`src/rtl/delay_timer.sv`:
```
// Programmable delay timer: counts `period` units of T clock cycles each, one-shot or
// auto-reload, with pause, abort and a one-cycle done strobe at every expiry.
module delay_timer #(
    parameter int unsigned CLK_HZ  = 50_000_000,
    parameter int unsigned UNIT_US = 1000,
    parameter int unsigned COUNT_W = 16
) (
    input  logic               i_clk,
    input  logic               i_rst,
    input  logic               i_set,
    input  logic               i_stop,
    input  logic               i_pause,
    input  logic               i_periodic,
    input  logic [COUNT_W-1:0] i_period,
    output logic               o_busy,
    output logic               o_free,
    output logic               o_done,
    output logic [COUNT_W-1:0] o_remaining
);

    localparam int unsigned T  = (CLK_HZ / 1_000_000) * UNIT_US;
    localparam int unsigned PW = $clog2(T);
    localparam logic [PW-1:0] PRESC_RELOAD = PW'(T - 1);

    logic               r_run;
    logic               r_mode;
    logic [COUNT_W-1:0] r_period;
    logic [COUNT_W-1:0] r_unit_cnt;
    logic [PW-1:0]      r_presc;
    logic               r_done;

    always_ff @(posedge i_clk) begin
        if (i_rst) begin
            r_run      <= 1'b0;
            r_mode     <= 1'b0;
            r_period   <= '0;
            r_unit_cnt <= '0;
            r_presc    <= '0;
            r_done     <= 1'b0;
        end else begin
            r_done <= 1'b0;
            // Stop also wins over an expiry on the same edge; harmless while idle.
            if (i_stop) begin
                r_run      <= 1'b0;
                r_unit_cnt <= '0;
            end else if (i_set) begin
                if (i_period == '0) begin
                    r_run      <= 1'b0;
                    r_unit_cnt <= '0;
                    r_done     <= 1'b1;
                end else begin
                    r_run      <= 1'b1;
                    r_mode     <= i_periodic;
                    r_period   <= i_period;
                    r_unit_cnt <= i_period;
                    r_presc    <= PRESC_RELOAD;
                end
            end else if (r_run && !i_pause) begin
                if (r_presc != '0) begin
                    r_presc <= r_presc - 1'b1;
                end else if (r_unit_cnt > COUNT_W'(1)) begin
                    r_unit_cnt <= r_unit_cnt - 1'b1;
                    r_presc    <= PRESC_RELOAD;
                end else begin
                    r_done <= 1'b1;
                    if (r_mode) begin
                        r_unit_cnt <= r_period;
                        r_presc    <= PRESC_RELOAD;
                    end else begin
                        r_run      <= 1'b0;
                        r_unit_cnt <= '0;
                    end
                end
            end
        end
    end

    assign o_busy      = r_run;
    assign o_free      = ~r_run;
    assign o_done      = r_done;
    assign o_remaining = r_unit_cnt;

endmodule

```
`config.mk`:
```
export PLATFORM = sky130hd
export DESIGN_NAME = delay_timer
export DESIGN_NICKNAME = d
export VERILOG_FILES = /design/src/rtl/delay_timer.sv
export SDC_FILE = /design/constraint.sdc
export NUM_CORES = 1
export LEC_CHECK = 0
export ABC_AREA = 1
export BUFFER_PORTS_ARGS = -buffer_cell sky130_fd_sc_hd__buf_2
export CAP_MARGIN = 15
export CELL_PAD_IN_SITES_DETAIL_PLACEMENT = 1
export CELL_PAD_IN_SITES_GLOBAL_PLACEMENT = 2
export CORE_MARGIN = 4
export CORE_UTILIZATION = 30
export DETAILED_ROUTE_END_ITERATION = 10
export GPL_TIMING_DRIVEN = 0
export PLACE_DENSITY_LB_ADDON = 0.15
export SLEW_MARGIN = 5
export SYNTH_ARGS = -nofsm -noshare
export SYNTH_HDL_FRONTEND = slang
export SYNTH_SLANG_ARGS = --single-unit
```
`constraint.sdc`:
```
create_clock -name i_clk -period 2.17 [get_ports i_clk]
set_clock_uncertainty 0.1 [all_clocks]
set_input_delay 0.217 -clock i_clk [delete_from_list [all_inputs] [get_ports i_clk]]
set_output_delay 0.217 -clock i_clk [all_outputs]
set_load 0.01 [all_outputs]
```
## Yosys cells after proc, flatten, opt, wreduce, memory -nomap -nowiden

Cells that the tools add are included.

| operators by class | value |
|---|---|
| add/sub/neg operators | 2 |
| $mul | 0 |
| divide/modulo/power cells | 0 |
| $lt $le $gt $ge | 1 |
| equality and inequality tests | 4 |
| shift-type cells | 0 |
| mux-type cells | 23 |
| bitwise gates (word level) | 3 |
| reductions and logical operators | 11 |

Operators with widths:

| operator | number |
|---|---|
| 2-to-1 mux 16 bit | 12 |
| subtractor 16 x 1 -> 16 bit, second input constant | 2 |
| greater-than comparator 16 x 1 -> 1 bit, second input constant | 1 |
| zero test 16 bit | 1 |
| nonzero test 16 bit | 1 |
| 2-to-1 mux 1 bit | 11 |
| != test 2 bit, second input constant | 4 |
| AND reduction 4 bit | 2 |
| nonzero test 4 bit | 1 |
| NOT 1 bit | 3 |
| AND reduction 3 bit | 1 |
| AND reduction 2 bit | 1 |
| nonzero test 2 bit | 1 |
| OR reduction 2 bit | 1 |
| logical AND 1 bit | 1 |
| zero test 1 bit | 1 |

| storage, ports and cells | value |
|---|---|
| flip-flop bits (word level) | 51 |
| latch bits | 0 |
| RAM bits | 0 |
| ROM bits | 0 |
| input bits | 22 |
| output and inout bits | 19 |
| word-level logic and storage cells | 50 |
| memories kept | 0 |

## Depth between registers and ports, before layout

Gate-level depths: netlist of run 1.

| depth | value |
|---|---|
| depth after elaboration | 5 |
| mapped depth | 11 |
| depth with buffers taken out | 11 |

## Worst setup path before layout of run 1

Ideal clock, no wire load.

| timing path | value |
|---|---|
| kind | reg2reg |
| start | register r_unit_cnt[0] (netlist: o_remaining[0]) |
| end | register r_run (netlist: o_busy) |
| setup time | 76 ps |
| arrival | 1545 ps |
| required time | 1994 ps |
| setup slack | 449 ps |
| cell stages (with the launch flop) | 10 |
| buffers on the path | 0 |
| period minus slack after synthesis | 1721 ps |
| path through | dfxtp_1 -> inv_1 -> ha_1 -> nand2_2 -> nor2_1 -> o21ai_0 -> nand2_1 -> nand3_1 -> nand2_1 -> a21boi_0 |

| on the way | value |
|---|---|
| word-level cells in the longest chain between the ends | 3 |

Ends and longest elaborated chain:

| item | line | text |
|---|---|---|
| start, declared | 28 | `logic [COUNT_W-1:0] r_unit_cnt;` |
| start signal, assigned | 55 | `r_unit_cnt <= i_period;` |
| start signal, assigned | 62 | `r_unit_cnt <= r_unit_cnt - 1'b1;` |
| start signal, assigned | 67 | `r_unit_cnt <= r_period;` |
| greater-than comparator 16 x 1 -> 1 bit | 61 | `end else if (r_unit_cnt > COUNT_W'(1)) begin` |
| != test 2 bit (no line) | -- |  |
| AND reduction 4 bit (no line) | -- |  |
| end signal, assigned | 48 | `r_run <= 1'b0;` |
| end signal, assigned | 52 | `r_run <= 1'b1;` |
| end signal, assigned | 70 | `r_run <= 1'b0;` |
| end, declared | 25 | `logic r_run;` |

Every way passes these cells.
A chain may end at the register's enable or synchronous reset.

## Worst setup path after layout of run 1

| timing path | value |
|---|---|
| start | register r_unit_cnt[0] (netlist: o_remaining[0]) |
| end | register r_presc[12] |

| on the way | value |
|---|---|
| word-level cells in the longest chain between the ends | 5 |
| elaborated cells between the ends (all ways) | 7 |
| classes of those cells | order compare: 1; mux: 4; reduce/logical: 2 |

Ends and longest elaborated chain:

| item | line | text |
|---|---|---|
| greater-than comparator 16 x 1 -> 1 bit * | 61 |  |
| 2-to-1 mux 16 bit | 61 |  |
| 2-to-1 mux 16 bit | 59 | `if (r_presc != '0) begin` |
| 2-to-1 mux 16 bit | 58 | `end else if (r_run && !i_pause) begin` |
| 2-to-1 mux 16 bit | 46 | `end else if (i_set) begin` |
| end signal, assigned | 60 | `r_presc <= r_presc - 1'b1;` |
| end, declared | 29 | `logic [PW-1:0] r_presc;` |

Mark *: on every way between the ends. The rest lies on a longest branch, timed or not. The select of a mux whose other input is x is not followed.

==> flow_metrics.tcl, run 1 <==
set metrics [dict create \
    cp_slowest_stage_delay_ns 0.38 \
    wl_per_cell_um 16.5 \
    synthDistinctLibCells 30 \
    fp-row-count 37 \
    fmax_mhz 499 \
    startpoint "o_remaining[0]" \
    tightest_slew_ns 0.677 \
    cp.required_ns 2.31 \
    first_global_vias 3702 \
    maxSlewViolCount 0 \
    vias 3604 \
    fin_cells 718 \
    ys_ff_latch 51 \
    synth_area_leaders "dfxtp_1 (31%), nand2_1 (17%), a21oi_1 (10%), nand3_1 (10%), nor2_1 (7.2%)" \
    reg2reg_to "r_presc[12]" \
    dr.pass1.iters 4 \
    vias_per_cell 5.02 \
    clock-root-buffer "clkbuf_8" \
    synthFlopType "dfxtp_1" \
    rr_worst_depth 10 \
    clk_pin_slew_ns 0.10 \
    p_leak_nw 1.70 \
    remaining_drc_errors 0 \
    totalWireLength_um 11800 \
    rsz0062_at_grt "false" \
    synth_cells 530 \
    finalHoldViolCount 0 \
    cap_violations 0 \
    die_area_sq_mm 0.0126 \
    cts_tree "done" \
    grt_max_degree 16 \
    first_iter_violations 184 \
    p_per_area_mw_per_mm2 768 \
    synth-seq-area-share_pct 31.3 \
    syn_area_sq_mm 0.00326 \
    place_inst 705 \
    cts-htree-levels 2 \
    path_cells "inv_1, ha_1, nand2_4, a21oi_4, buf_4, nand4_4, nand2_4, buf_4, nand2_1, a21oi_1" \
    synth-edff-count 0 \
    cts_sinks 51 \
    timing.final.crit_share_pct 92.3 \
    synth_top_area_cell "dfxtp_1" \
    hold-worst-slack_ns 0.0929 \
    status "completed" \
    synthesis.nets 556 \
    nFillCells 1453 \
    yosysTopAreaCellShare_pct 31.3 \
    cpMaxStageDelayCell "dfxtp_1" \
    start_util_pct 31.2 \
    cts_made_buffers 5 \
    crit_arrival_ns 2.15 \
    cp_max_fo 8 \
    grt_pass1_wl_um 19400 \
    postSynth.asyncResetShare_pct 0 \
    worstSetupEndpointType "flip-flop" \
    slew_headroom_pct 54.7 \
    min_period_ns 2.00 \
    ys_warn_count 0 \
    antenna_left 0 \
    crit_type "reg -> reg" \
    insertion_delay_ns 0.31 \
    holdCritPathClass "in -> reg" \
    regToRegSetupSlack_ns 0.17 \
    die_w_um 112 \
    coreArea_sq_mm 0.0105 \
    hpwl_um 9190 \
    ir_drop_mv 0.348 \
    nets 607 \
    postSynthAreaPerCell_sq_um 6.16 \
    rr_startpoint "o_remaining[0]" \
    syn_to_final_growth_pct 16.5 \
    cp-start-kind "flip-flop" \
    antenna_found_initial 0 \
    crit_end "r_presc[12]" \
    numPortBuffers 39 \
    setup_violations 0 \
    ios 41 \
    setup_tns_ns 0 \
    cts_buffer_depth 2 \
    grt_util_all_layers_pct 19.0 \
    gr-total-overflow 0 \
    die_y_um 112 \
    antenna_cells 0 \
    final_core_utilization_pct 36.3 \
    gp_congestion 0.816 \
    drive_above_1_share_pct 15.1 \
]
==> cell usage after synthesis (4+ instances only) <==
| cell | count |
|---|---|
| nand3_1 | 66 |
| buf_2 | 7 |
| o21ai_1 | 5 |
| nand2_1 | 145 |
| ha_1 | 4 |
| nor2_2 | 4 |
| buf_1 | 5 |
| dfxtp_1 | 51 |
| inv_1 | 39 |
| nand2_2 | 6 |
| o21ai_0 | 27 |
| a21oi_1 | 68 |
| clkbuf_1 | 5 |
| nand4_1 | 7 |
| nor2_1 | 63 |
==> kinds of logic (layout without fill, tap and decap cells) <==
kind of cell / Yosys count / in the layout / share of synthesized area, %
adders and majority gates: 4 / 4 / 1.53
and+or+nand+nor: 301 / 301 / 40.5
AOI/OAI and AO/OA: 104 / 104 / 16.6
xor gates and xnor gates: 6 / 6 / 1.61
DFF: 51 / 51 / 31.3
buffers and inverters: 64 / 116 / 8.47
==> flip-flops by register name, indices dropped and copies added (netlist names) <==
name	cells
r_presc	16
o_remaining	16
o_done	1
r_mode	1
o_busy	1
r_period	16
==> per-layer routing <==
layer	part of all wire, %	track usage [%]
met4	0.99	3.21
met5	0	0
met3	3.3	2.75
met2	43	29.7
met1	52	28.1
==> where the power goes <==
group          internal, mW  switching, mW
clock network         0.374          0.348
registers             0.996         0.0644
logic                 0.383          0.757
==> how the worst min path moves through the flow <==
stage	start	to	cells past startpoint
after floorplan	i_period[10]	r_period[10]	2
after global routing	i_period[13]	r_period[13]	3
after CTS	i_periodic	r_mode	3
after global placement	r_period[7]	r_period[7]	2
final	i_periodic	r_mode	3
after detailed placement	r_period[6]	r_period[6]	2
==> stage by stage <==
step	instance area, sq um	total power [mW]	setup slack, ns
floorplan	3260	1.86	0.449
global placement	3630	2.16	-0.0250
detailed placement	3630	2.18	-0.0617
CTS	3750	2.92	0.0868
global route	3800	3.15	0.00773
finish	3800	2.92	0.166
==> cell usage in the layout, fill, tap and decap left out, types with 5 or more instances in the layout <==
cell / n
o21ai_0: 26
nand3_1: 66
nor2_2: 5
buf_2: 45
a21oi_1: 68
nand2_4: 5
nand4_1: 7
dfxtp_1: 51
inv_1: 37
nand2_1: 145
o21ai_1: 6
clkbuf_8: 6
clkbuf_1: 5
nor2_1: 62
buf_1: 5
buf_4: 6
==> repair_timing <==
item,in CTS,in global routing
hold buffers,0,0
buffers inserted,0,4
gates resized for setup,1,8
cloned,0,1
pin swaps,0,3
endpoints found under the setup margin,4,24
==> cell type report <==
class	instances	area, sq um	area share (%)
buffer	21	116	3.06
clock buffer	6	82.6	2.17
clock inverter	2	35.0	0.921
inverter	43	166	4.38
multi-input combinational	415	1980	52.0
sequential	51	1020	26.9
tap	136	170	4.48
timing repair buffer	43	225	5.92
timing repair inverter	1	7.51	0.197
==> critical path, delay by kind of cell (launching register included) <==
family,cells,cell delay (ns)
buffers and inverters,3,0.40
AND/OR/NAND/NOR,4,0.48
adder cells (fa/ha/maj),1,0.23
flip-flops,1,0.38
AO/OA/AOI/OAI,2,0.33
(Power assumes the default switching activity.)
==> run 2, diff against run 1 <==
==> constraint.sdc (replaced) <==
create_clock -name i_clk -period 2.4 [get_ports i_clk]
set_clock_uncertainty 0.1 [all_clocks]
set_input_delay 0.24 -clock i_clk [delete_from_list [all_inputs] [get_ports i_clk]]
set_output_delay 0.24 -clock i_clk [all_outputs]
set_load 0.02 [all_outputs]
==> run 2 against run 1 <==
Non-clock buffer count down 4. Largest cell class unchanged. Cell count down 0.70%. Clock power down 10%. Power down 11%. Critical path depth down 2.
==> flow_metrics.tcl, run 2 (same netlist as run 1, synthesis figures left out) <==
set metrics [dict create \
    remaining_drc_errors 0 \
    drive_above_1_share_pct 13.9 \
    cp.required_ns 2.52 \
    final_area_sq_mm 0.00375 \
    cpMaxStageDelayCell "dfxtp_1" \
    reg2reg_to "o_done" \
    slew_headroom_pct 54.5 \
    crit_type "reg -> reg" \
    cp_max_fo 9 \
    gr-total-overflow 0 \
    holdCritPathClass "in -> reg" \
    vias 3600 \
    hold-worst-slack_ns 0.117 \
    die_w_um 112 \
    antenna_found_initial 0 \
    coreArea_sq_mm 0.0105 \
    p_total_mw 2.61 \
    post-place-ws_ns 0.168 \
    cts_sinks 51 \
    first_global_vias 3700 \
    setup_tns_ns 0 \
    p_per_area_mw_per_mm2 698 \
    grt_util_all_layers_pct 19.0 \
    setup_violations 0 \
    p_leak_nw 1.68 \
    timing.final.crit_share_pct 86.0 \
    cts_tree "done" \
    finalHoldViolCount 0 \
    totalWireLength_um 11700 \
    cp.buffers_inverters 2 \
    worstSetupEndpointType "flip-flop" \
    fin_cells 713 \
    path_cells "inv_1, ha_1, nand2_2, a21oi_4, nand2_2, inv_1, nand4_1, a21oi_1" \
    cts_buffer_depth 2 \
    clock-root-buffer "clkbuf_8" \
    cap_violations 0 \
    cts-htree-levels 2 \
    nFillCells 1453 \
    cp_slowest_stage_delay_ns 0.38 \
    crit_arrival_ns 2.18 \
    cp-start-kind "flip-flop" \
    fin_ws_ns 0.336 \
    antenna_cells 0 \
    fp-row-count 37 \
    cp_top_family "simple AND/OR/NAND/NOR gates" \
    status "completed" \
    final_core_utilization_pct 35.8 \
    regToRegSetupSlack_ns 0.34 \
    mostFrequentLayoutCells "nand2_1 (145), a21oi_1 (68), nand3_1 (66)" \
    grt_max_degree 16 \
    gp_congestion 0.816 \
    grt_pass1_wl_um 19400 \
    dr_wl_met3_um 464 \
    nets 602 \
    maxSlewViolCount 0 \
    fmax_mhz 485 \
    first_iter_violations 140 \
    min_delay_worst_endpoint "r_mode" \
    ios 41 \
    numPortBuffers 39 \
    vias_per_cell 5.05 \
    rr_worst_depth 8 \
    die_area_sq_mm 0.0126 \
    rr_startpoint "o_remaining[0]" \
    hpwl_um 9190 \
    worstHoldStart "i_periodic" \
    insertion_delay_ns 0.31 \
    wl_per_cell_um 16.4 \
    hold_buffers 0 \
    dr.pass1.iters 4 \
    ir_drop_mv 0.314 \
    highest_layer "met4" \
    layout_commonest_cell "nand2_1" \
    holdPathStages 3 \
    place_inst 705 \
    die_y_um 112 \
    clk_pin_slew_ns 0.10 \
    start_util_pct 31.2 \
    min_period_ns 2.06 \
    detailroute.wirelength.met2_um 5140 \
    antenna_left 0 \
    rsz0062_at_grt "false" \
    tightest_slew_ns 0.680 \
    syn_to_final_growth_pct 14.8 \
    wl_met1_um 5980 \
    placed_cell_area_sq_mm 0.00363 \
    cts_made_buffers 5 \
]
==> run 2: changes by cell type in the layout (fill, tap and decap cells not counted), moves of 2 or more <==
cell,previous run,this run
buf_4,6,1
nand2_2,4,6
nand2_4,5,3
inv_1,37,39
clkinvlp_4,2,0
==> run 2: area by class of cell <==
| type | count | area [sq um] | share of cell area, % |
|---|---|---|---|
| Clock inverter | 2 | 35.0 | 0.935 |
| Buffer | 21 | 114 | 3.04 |
| Clock buffer | 6 | 82.6 | 2.20 |
| Sequential cell | 51 | 1020 | 27.3 |
| Multi-Input combinational cell | 415 | 1970 | 52.5 |
| Timing Repair Buffer | 39 | 195 | 5.21 |
| Tap cell | 136 | 170 | 4.54 |
| Inverter | 43 | 163 | 4.34 |
==> run 2: repair_timing <==
action / CTS / global route
resized for setup: 0 / 1
endpoints found under the setup margin: 0 / 1
setup buffers: 0 / 0
==> run 2: per-layer routing <==
metal	track usage [%]	up-vias
met2	29.7	61
met3	2.75	14
met1	28.1	1706
li1	-	1819
met5	0	-
met4	3.21	0
==> run 2: power by group <==
part           internal, mW  total [mW]  switching, mW
clock                 0.338       0.650          0.312
combinational         0.328        1.01          0.677
sequential            0.900       0.958         0.0580
==> run 2: worst max path at each step <==
stage                    from               to  slack [ns]  cells after the start
2_1_floorplan  o_remaining[0]           o_busy        0.59                      9
3_3_place_gp   o_remaining[0]  o_remaining[14]        0.21                      9
3_5_place_dp   o_remaining[0]  o_remaining[14]        0.17                      9
4_1_cts        o_remaining[0]  o_remaining[14]        0.13                      9
5_1_grt        o_remaining[0]           o_done         0.1                      8
6_report       o_remaining[0]           o_done        0.34                      8
==> run 2: tightest hold or removal path: stages <==
cell and delay [ns]:
buf_2 0.07, o21ai_0 0.08, a21oi_1 0.11
